===== src/rtl/apb_slave_pkg.sv =====
// Shared types and constants for the APB register slave: bus FSM states,
// register offsets and field widths.
package apb_slave_pkg;

  typedef enum logic [1:0] {
    IDLE   = 2'd0,
    SETUP  = 2'd1,
    ACCESS = 2'd2
  } apb_state_e;

  localparam int WAIT_W = 4;
  localparam int CNT_W  = 16;

  localparam logic [7:0] CTRL_OFF     = 8'h00;
  localparam logic [7:0] STATUS_OFF   = 8'h04;
  localparam logic [7:0] SCRATCH0_OFF = 8'h08;
  localparam logic [7:0] SCRATCH1_OFF = 8'h0C;
  localparam logic [7:0] SCRATCH2_OFF = 8'h10;
  localparam logic [7:0] SCRATCH3_OFF = 8'h14;

endpackage


===== src/rtl/apb_wait_timer.sv =====
// Down-counter that stretches the APB access phase by a programmable
// number of wait cycles.
module apb_wait_timer
  import apb_slave_pkg::*;
(
  input  logic              clk_i,
  input  logic              reset_i,
  input  logic              load,
  input  logic [WAIT_W-1:0] load_val,
  input  logic              enable,
  output logic              zero
);

  logic [WAIT_W-1:0] cnt_q, cnt_d;

  always_comb begin
    cnt_d = cnt_q;
    if (load) begin
      cnt_d = load_val;
    end else if (enable && (cnt_q != '0)) begin
      cnt_d = cnt_q - WAIT_W'(1);
    end
  end

  always_ff @(posedge clk_i) begin
    if (reset_i) begin
      cnt_q <= '0;
    end else begin
      cnt_q <= cnt_d;
    end
  end

  assign zero = (cnt_q == '0);

endmodule


===== src/rtl/apb_slave_regs.sv =====
// APB register slave with CTRL, STATUS counters and four scratch registers.
// Define APB_SLVERR_EN to compile in Pslverr responses for bad accesses.
module apb_slave_regs
  import apb_slave_pkg::*;
#(
  parameter logic [31:0]       BASE_ADDR  = 32'h0000_0000,
  parameter logic [WAIT_W-1:0] RESET_WAIT = 4'd0
) (
  input  logic        Pclk,
  input  logic        Preset,
  input  logic        Psel,
  input  logic        Penable,
  input  logic        Pwrite,
  input  logic [31:0] Paddr,
  input  logic [31:0] Pwdata,
  output logic [31:0] Prdata,
  output logic        Pready,
  output logic        Pslverr
);

  apb_state_e        state_q;
  logic [WAIT_W-1:0] wait_q, wait_d;
  logic [31:0]       scratch_q [4];
  logic [31:0]       scratch_d [4];
  logic [CNT_W-1:0]  wrCnt_q, wrCnt_d;
  logic [CNT_W-1:0]  rdCnt_q, rdCnt_d;

  logic        timerZero;
  logic [7:0]  offset;
  logic        isCtrl, isStatus, isScr, mapped;
  logic [1:0]  scrIdx;
  logic [31:0] regData;
  logic        wrCommit, rdDone, wrCount;

  assign offset   = Paddr[7:0];
  assign isCtrl   = (offset == CTRL_OFF);
  assign isStatus = (offset == STATUS_OFF);
  assign isScr    = offset inside {SCRATCH0_OFF, SCRATCH1_OFF, SCRATCH2_OFF, SCRATCH3_OFF};
  assign mapped   = (Paddr[31:8] == BASE_ADDR[31:8]) && (Paddr[1:0] == 2'b00) &&
                    (isCtrl || isStatus || isScr);
  // Maps offsets 0x08/0x0C/0x10/0x14 onto scratch indices 0..3.
  assign scrIdx   = {~offset[3], offset[2]};

  apb_wait_timer u_wait_timer (
    .clk_i   (Pclk),
    .reset_i (Preset),
    .load    (state_q == SETUP),
    .load_val(wait_q),
    .enable  (state_q == ACCESS),
    .zero    (timerZero)
  );

  assign Pready   = !Preset && (state_q == ACCESS) && Psel && Penable && timerZero;
  assign wrCommit = Pready && Pwrite;
  assign rdDone   = Pready && !Pwrite && mapped;

`ifdef APB_SLVERR_EN
  assign Pslverr = Pready && (!mapped || (Pwrite && isStatus));
  assign wrCount = wrCommit && mapped && !isStatus;
`else
  assign Pslverr = 1'b0;
  assign wrCount = wrCommit && mapped;
`endif

  always_comb begin
    regData = '0;
    if (isCtrl) begin
      regData = {{(32-WAIT_W){1'b0}}, wait_q};
    end else if (isStatus) begin
      regData = {rdCnt_q, wrCnt_q};
    end else if (isScr) begin
      regData = scratch_q[scrIdx];
    end
  end

  assign Prdata = (Pready && mapped) ? regData : '0;

  always_ff @(posedge Pclk) begin
    if (Preset) begin
      state_q <= IDLE;
    end else begin
      case (state_q)
        IDLE:    if (Psel && !Penable) state_q <= SETUP;
        SETUP:   state_q <= ACCESS;
        ACCESS:  if (!Psel || Pready) state_q <= IDLE;
        default: state_q <= IDLE;
      endcase
    end
  end

  // STATUS is read-only, so only CTRL and scratch writes change storage.
  always_comb begin
    wait_d    = wait_q;
    scratch_d = scratch_q;
    wrCnt_d   = wrCnt_q;
    rdCnt_d   = rdCnt_q;
    if (wrCommit && mapped && isCtrl) wait_d = Pwdata[WAIT_W-1:0];
    if (wrCommit && mapped && isScr) scratch_d[scrIdx] = Pwdata;
    if (wrCount && (wrCnt_q != '1)) wrCnt_d = wrCnt_q + CNT_W'(1);
    if (rdDone && (rdCnt_q != '1)) rdCnt_d = rdCnt_q + CNT_W'(1);
  end

  always_ff @(posedge Pclk) begin
    if (Preset) begin
      wait_q    <= RESET_WAIT;
      scratch_q <= '{default: '0};
      wrCnt_q   <= '0;
      rdCnt_q   <= '0;
    end else begin
      wait_q    <= wait_d;
      scratch_q <= scratch_d;
      wrCnt_q   <= wrCnt_d;
      rdCnt_q   <= rdCnt_d;
    end
  end

endmodule


===== config.mk =====
export PLATFORM = sky130hd
export DESIGN_NAME = apb_slave_regs
export DESIGN_NICKNAME = d
export VERILOG_FILES = /design/src/rtl/apb_slave_pkg.sv /design/src/rtl/apb_wait_timer.sv /design/src/rtl/apb_slave_regs.sv
export SDC_FILE = /design/constraint.sdc
export NUM_CORES = 1
export LEC_CHECK = 0
export CORE_MARGIN = 2
export CORE_UTILIZATION = 68
export CTS_BUF_LIST = sky130_fd_sc_hd__clkbuf_4 sky130_fd_sc_hd__clkbuf_8
export DETAILED_ROUTE_END_ITERATION = 8
export DONT_BUFFER_PORTS = 1
export PLACE_DENSITY = 0.84
export SLEW_MARGIN = 20
export SYNTH_ARGS = -nofsm -noshare
export SYNTH_HDL_FRONTEND = slang
export SYNTH_SLANG_ARGS = --single-unit

===== constraint.sdc =====
create_clock -name Pclk -period 12.99 [get_ports Pclk]
set_input_delay 3.897 -clock Pclk [delete_from_list [all_inputs] [get_ports Pclk]]
set_output_delay 3.897 -clock Pclk [all_outputs]
set_load 0.05 [all_outputs]

# --- Word-level counts from Yosys, hierarchy flattened ---
# Index checks and enable logic that the tools add are counted.
classes:
  add_sub_neg: 3
  n_mul: 0
  n_div: 0
  n_lt_le_gt_ge: 2
  eq_ne: 11
  shift: 0
  mux: 15
  bitwise_logic: 2
  n_reduce_logical: 34
ops:
  columns: ["op", "n"]
  rows:
  - ["$mux W32", 7]
  - ["$bwmux W128", 1]
  - ["$bmux W32 S2", 1]
  - ["$demux W32 S2", 1]
  - ["$add A16 B1 Y16 const B", 2]
  - ["$ne A16 B16 Y1 const B", 2]
  - ["$logic_not A24 Y1", 1]
  - ["$logic_and A1 B1 Y1", 18]
  - ["$eq A8 B4 Y1 const B", 2]
  - ["$eq A8 B5 Y1 const B", 2]
  - ["$eq A8 B3 Y1 const B", 1]
  - ["$logic_not A8 Y1", 1]
  - ["$mux W4", 2]
  - ["$reduce_bool A4 Y1", 2]
  - ["$pmux W2 S3", 1]
  - ["$logic_not A1 Y1", 4]
  - ["$logic_not A2 Y1", 2]
  - ["$logic_not A4 Y1", 1]
  - ["$mux W2", 2]
  - ["$ne A2 B2 Y1 const B", 2]
  - ["$sub A4 B1 Y4 const B", 1]
  - ["$ge A3 B3 Y1 const B", 1]
  - ["$logic_or A1 B1 Y1", 3]
  - ["$lt A3 B1 Y1 const B", 1]
  - ["6 further kinds", 6]
totals:
  ff_bits: 170
  latch_bits: 0
  ramBits: 0
  mem_bits_ro: 0
  input_bits: 69
  out_inout_bits: 34
  word_cells: 76
  n_memories: 0

# --- Depth between registers and ports, before layout ---
depth:
  depth_word: 9
  depth_mapped: 10
  ltp_nobuf: 7

# --- By module ---
# From an unflattened synthesis, not the netlist that was laid out.
hier_totals:
  cells_unflattened: 974
  area_unflattened_um2: 7945.1
by_module_without_submodules:
  columns: ["module", "instances", "cells_each", "area_each_um2", "seq_area_each_um2"]
  rows:
  - ["apb_slave_regs", 1, 945, 7682.4, 3323.2]
  - ["apb_wait_timer", 1, 29, 262.8, 80.1]

# --- Least setup slack after synthesis ---
# No wires, ideal clock.
synth_path:
  path_type: "input -> output"
  from: "input port Paddr[9]"
  to: "output port Prdata[11]"
  arrival_time_ns: 6.320
  t_required_ns: 9.093
  setup_slack_ns: 2.773
  stages: 7
  path_buffers: 2
  path_cell_list: "or4_4 -> or4_4 -> nor3_1 -> nand2b_1 -> clkbuf_1 -> buf_1 -> nor2_1"
synth_via:
  elab_chain_cells: 5
synth_lines:
  columns: ["item", "line_no", "rtl"]
  rows:
  - ["from (decl)", "apb_slave_regs.sv:14", "input logic [31:0] Paddr,"]
  - ["$logic_not A24 Y1", "apb_slave_regs.sv:39", "assign mapped = (Paddr[31:8] == BASE_ADDR[31:8]) && (Paddr[1:0] == 2'b00) &&"]
  - ["$logic_and A1 B1 Y1 (2 in a row)", "apb_slave_regs.sv:39", null]
  - ["$logic_and A1 B1 Y1", "apb_slave_regs.sv:76", "assign Prdata = (Pready && mapped) ? regData : '0;"]
  - ["$mux W32", "apb_slave_regs.sv:76", null]
  - ["to (decl)", "apb_slave_regs.sv:16", "output logic [31:0] Prdata,"]
# Every way passes these cells.

# --- Worst setup path after layout ---
layout_path:
  from: "input port Paddr[7]"
  to: "output port Prdata[30]"
layout_via:
  elab_chain_cells: 6
layout_lines:
  columns: ["item", "line_no", "rtl"]
  rows:
  - ["$eq A8 B4 Y1, or another cell as far along", "apb_slave_regs.sv:38", "assign isScr = offset inside {SCRATCH0_OFF, SCRATCH1_OFF, SCRATCH2_OFF, SCRATCH3_OFF};"]
  - ["$reduce_bool A4 Y1 / $logic_or A1 B1 Y1 (equally long branches)", "apb_slave_regs.sv:38, apb_slave_regs.sv:40", null]
  - ["$mux W32 / $logic_or A1 B1 Y1 (equally long branches)", "apb_slave_regs.sv:71, apb_slave_regs.sv:40", null]
  - ["$mux W32 / $logic_and A1 B1 Y1 (equally long branches)", "apb_slave_regs.sv:69, apb_slave_regs.sv:39", null]
  - ["$mux W32 / $logic_and A1 B1 Y1 (equally long branches)", "apb_slave_regs.sv:67, apb_slave_regs.sv:76", null]
  - ["$mux W32 (*)", "apb_slave_regs.sv:76", null]
# Every way passes the cells marked *; elsewhere a longest branch is shown, timed or not.

==> results.toml <==
[layout]
final_common_cell = "nor2_1"
postLayoutCellArea_um2 = 8308
antennaDiodeCount = 0
syn2layout_area_growth_pct = 5.280
multi_input_area_um2 = 4232
drive_gt1_share_pct = 10.14
regArea_um2 = 3403
nFillCells = 800
final_cell_mix = "nor2_1 (171), dfxtp_1 (170), mux2i_1 (136)"
final_nets = 850

[worst_setup_path]
slowest_stage = "nor4_1"
max_stage_delay_ns = 0.88
path_delay_family = "simple AND/OR/NAND/NOR gates"
setup.worst_path.class = "input port to output pin"
crit_buf_inv = 1
crit_path_end_kind = "output pin"
critPathMaxFanout = 16
crit_required_ns = 9.09
reg2reg_slack_ns = 9.39
start_kind = "input port"
cp.arrival_ns = 6.98
worstPathCellList = "or4_1 > or2_2 > nor4_1 > nand2b_1 > buf_4 > nor2_1"

[synth]
synth.net_count = 884
synth-edff-count = 0
synth-seq-cells = 170
ys_types = 50
synth_compound_area_share_pct = 8.166
synthSimpleGateAreaFrac_pct = 17.71
synthCells = 811
ys_seq_area_share_pct = 43.13
synth_warnings = 0
ys.flop_type = "dfxtp_1"
synth.avg_cell_area_um2 = 9.730
netlist_area_um2 = 7891
synth_top_family_by_area = "multiplexers"
synth-xor-area-share_pct = 0.3330
synthArstFlopShare_pct = 0
synth.mux.area_fraction_pct = 26.53
synth_adder_area_share_pct = 0.6342

[placed_design]
dp_hpwl_mm = 12.48
post_dp_cell_area_um2 = 7896
place.gp.congestion = 0.8117
numPortBuffers = 0

[clocking]
cts_sinks = 170
clockBufferDepth = 2
cts.clk_slew.worst_paths_ns = 0.08
cts_tree = "yes"
cts-resized-gates = 0
clock_latency_ns = 0.45
htreeDepth = 4
clockRootBuffer = "clkbuf_8"
holdBufCountCts = 0
post-cts-setup-buffer-count = 0
cts_buffers = 17

[sta]
period_needed_ns = 10.87
hold_viol = 0
drv_slew = 0
rsz0062_at_grt = "no"
post-route-period-util_pct = 83.71
max_slew_margin_pct = 22.27
tns_ns = 0
setup_viol = 0
fmax_mhz = 91.96
tightest_slew_ns = 1.155
finClkSkew_ns = 0.008469

[floorplanning]
die_y_um = 111.7
dieWidth_um = 111.7
initial_utilization_pct = 69.41
core_area_um2 = 11370
ioPinCount = 103
num_rows = 39
die-area_um2 = 12480

[power_and_ir_drop]
swShare_pct = 20.28
p_int_uw = 730.3
p_comb_share_pct = 1.3
switchingPower_uw = 185.8
vdd_drop_max_uv = 99.91
power.leakage_uw = 0.003338
p_seq_share_pct = 56.9
powerDensity_nw_per_um2 = 110.3
pwr-share-clk_pct = 41.8

[worst_hold_path]
worst_hold_path_type = "flip-flop to flip-flop"

[job]
cap_violations = 0

[detailed_routing]
post_drt_via_cell_ratio = 6.641
via_count = 6189
drc = 0
ant_nets = 0
wl_per_cell_um = 20.26
postRouteWirelength_mm = 18.88
firstDrtPassIters = 5
drtIter0Drc = 617

[global_route]
grt_pass1_wl_mm = 30.19
first_global_vias = 6087
grt_antenna_before_repair = 0
grt_overflow = 0
grt_max_degree = 173
track_usage_pct = 30.50

[outcome]
status = "finished, final reports clean"
cell families (layout without fill, tap and decap cells):
logic type / count (synthesis) / in the layout
buffers and inverters: 68 / 46
adders and majority gates: 4 / 4
and+or+nand+nor: 295 / 295
muxes: 169 / 169
other: 1 / 1
AOI/OAI and AO/OA: 101 / 101
DFF: 170 / 170
xor gates and xnor gates: 3 / 3
state kept, by name (all words and copies together) (netlist names):
name and flops:
wrCnt_q 16, rdCnt_q 16, state_q 2, u_wait_timer.cnt_q 4, scratch_q 128, wait_q 4
cell type report:
type                            count  area share [%]
Sequential cell                   170           40.96
Timing Repair Buffer                7          0.6325
Tap cell                          143           2.154
Inverter                            8          0.3614
Multi-Input combinational cell    573           50.93
Clock inverter                      7           1.054
Clock buffer                       24           3.901
cells in the mapped netlist, types with 2 or more instances:
| cell | count | area (µm²) |
|---|---|---|
| nor2_1 | 172 | 645.6 |
| dfxtp_1 | 170 | 3403 |
| mux2i_1 | 136 | 1361 |
| clkbuf_1 | 36 | 135.1 |
| a21oi_1 | 33 | 165.2 |
| a22oi_1 | 32 | 240.2 |
| mux4_2 | 32 | 720.7 |
| nand2_1 | 21 | 78.83 |
| o21ai_0 | 18 | 90.09 |
| or3_1 | 18 | 112.6 |
| buf_1 | 17 | 63.81 |
| nand3_1 | 14 | 70.07 |
| nand4_1 | 14 | 87.58 |
| or4_1 | 12 | 90.09 |
| nor4_1 | 11 | 68.82 |
| inv_1 | 8 | 30.03 |
| o31ai_1 | 7 | 52.55 |
| nand2b_1 | 6 | 37.54 |
| nor3_1 | 6 | 30.03 |
| buf_2 | 5 | 25.02 |
| ha_1 | 4 | 50.05 |
| and3_1 | 3 | 18.77 |
| nand4b_1 | 3 | 26.28 |
| nor2b_1 | 3 | 18.77 |
| nand4bb_1 | 2 | 22.52 |
| or2_2 | 2 | 12.51 |
| or4_4 | 2 | 22.52 |
| xor2_1 | 2 | 17.52 |
through the flow:
stage	power (µW)	hold slack [ns]	cells	util, %	setup WS [ns]
after global placement	545.4	0.4612	901	69.45	2.233
after detailed placement	545.8	0.4765	901	69.45	2.172
after global routing	940.0	0.5179	932	73.07	2.021
after CTS	919.8	0.4863	932	73.07	2.172
after floorplan	556.4	0.4399	811	-	2.773
final	916.0	0.4957	932	73.07	2.116
power by group through the flow:
stage	combinational, µW	sequential (µW)	clock, µW
final	12.0	521	383
after global placement	11.6	534	0
after detailed placement	11.9	534	0
after floorplan	22.7	534	0
after global routing	12.4	522	406
after CTS	12.0	521	386
metal layers:
metal  part of all wire [%]  vias to the layer above  track usage [%]  routed length [µm]
li1                       -                     2859                -                   -
met1                     41                     3053            38.77                7728
met2                     49                      241            49.98                9320
met3                    7.7                       36            7.131                1454
met4                    2.0                        0            13.42                 380
met5                      0                        -                0                   0
worst reg2reg max path, cell delays in order, from the launching register on:
cell,delay [ns]
dfxtp_1,0.34
inv_1,0.09
ha_1,0.17
nand4bb_1,0.23
nor4_1,0.77
nand4_1,0.99
buf_4,0.61
mux2i_1,0.25
nor2_1,0.05
path summary, 6_finish.rpt:
path	to	from	cells after the start
max reg2reg	scratch_q[59]	u_wait_timer.cnt_q[0]	8
min	scratch_q[100]	scratch_q[100]	2
min reg2reg	scratch_q[100]	scratch_q[100]	2
max	Prdata[30]	Paddr[7]	6
Power figures use the tool's default switching activity.
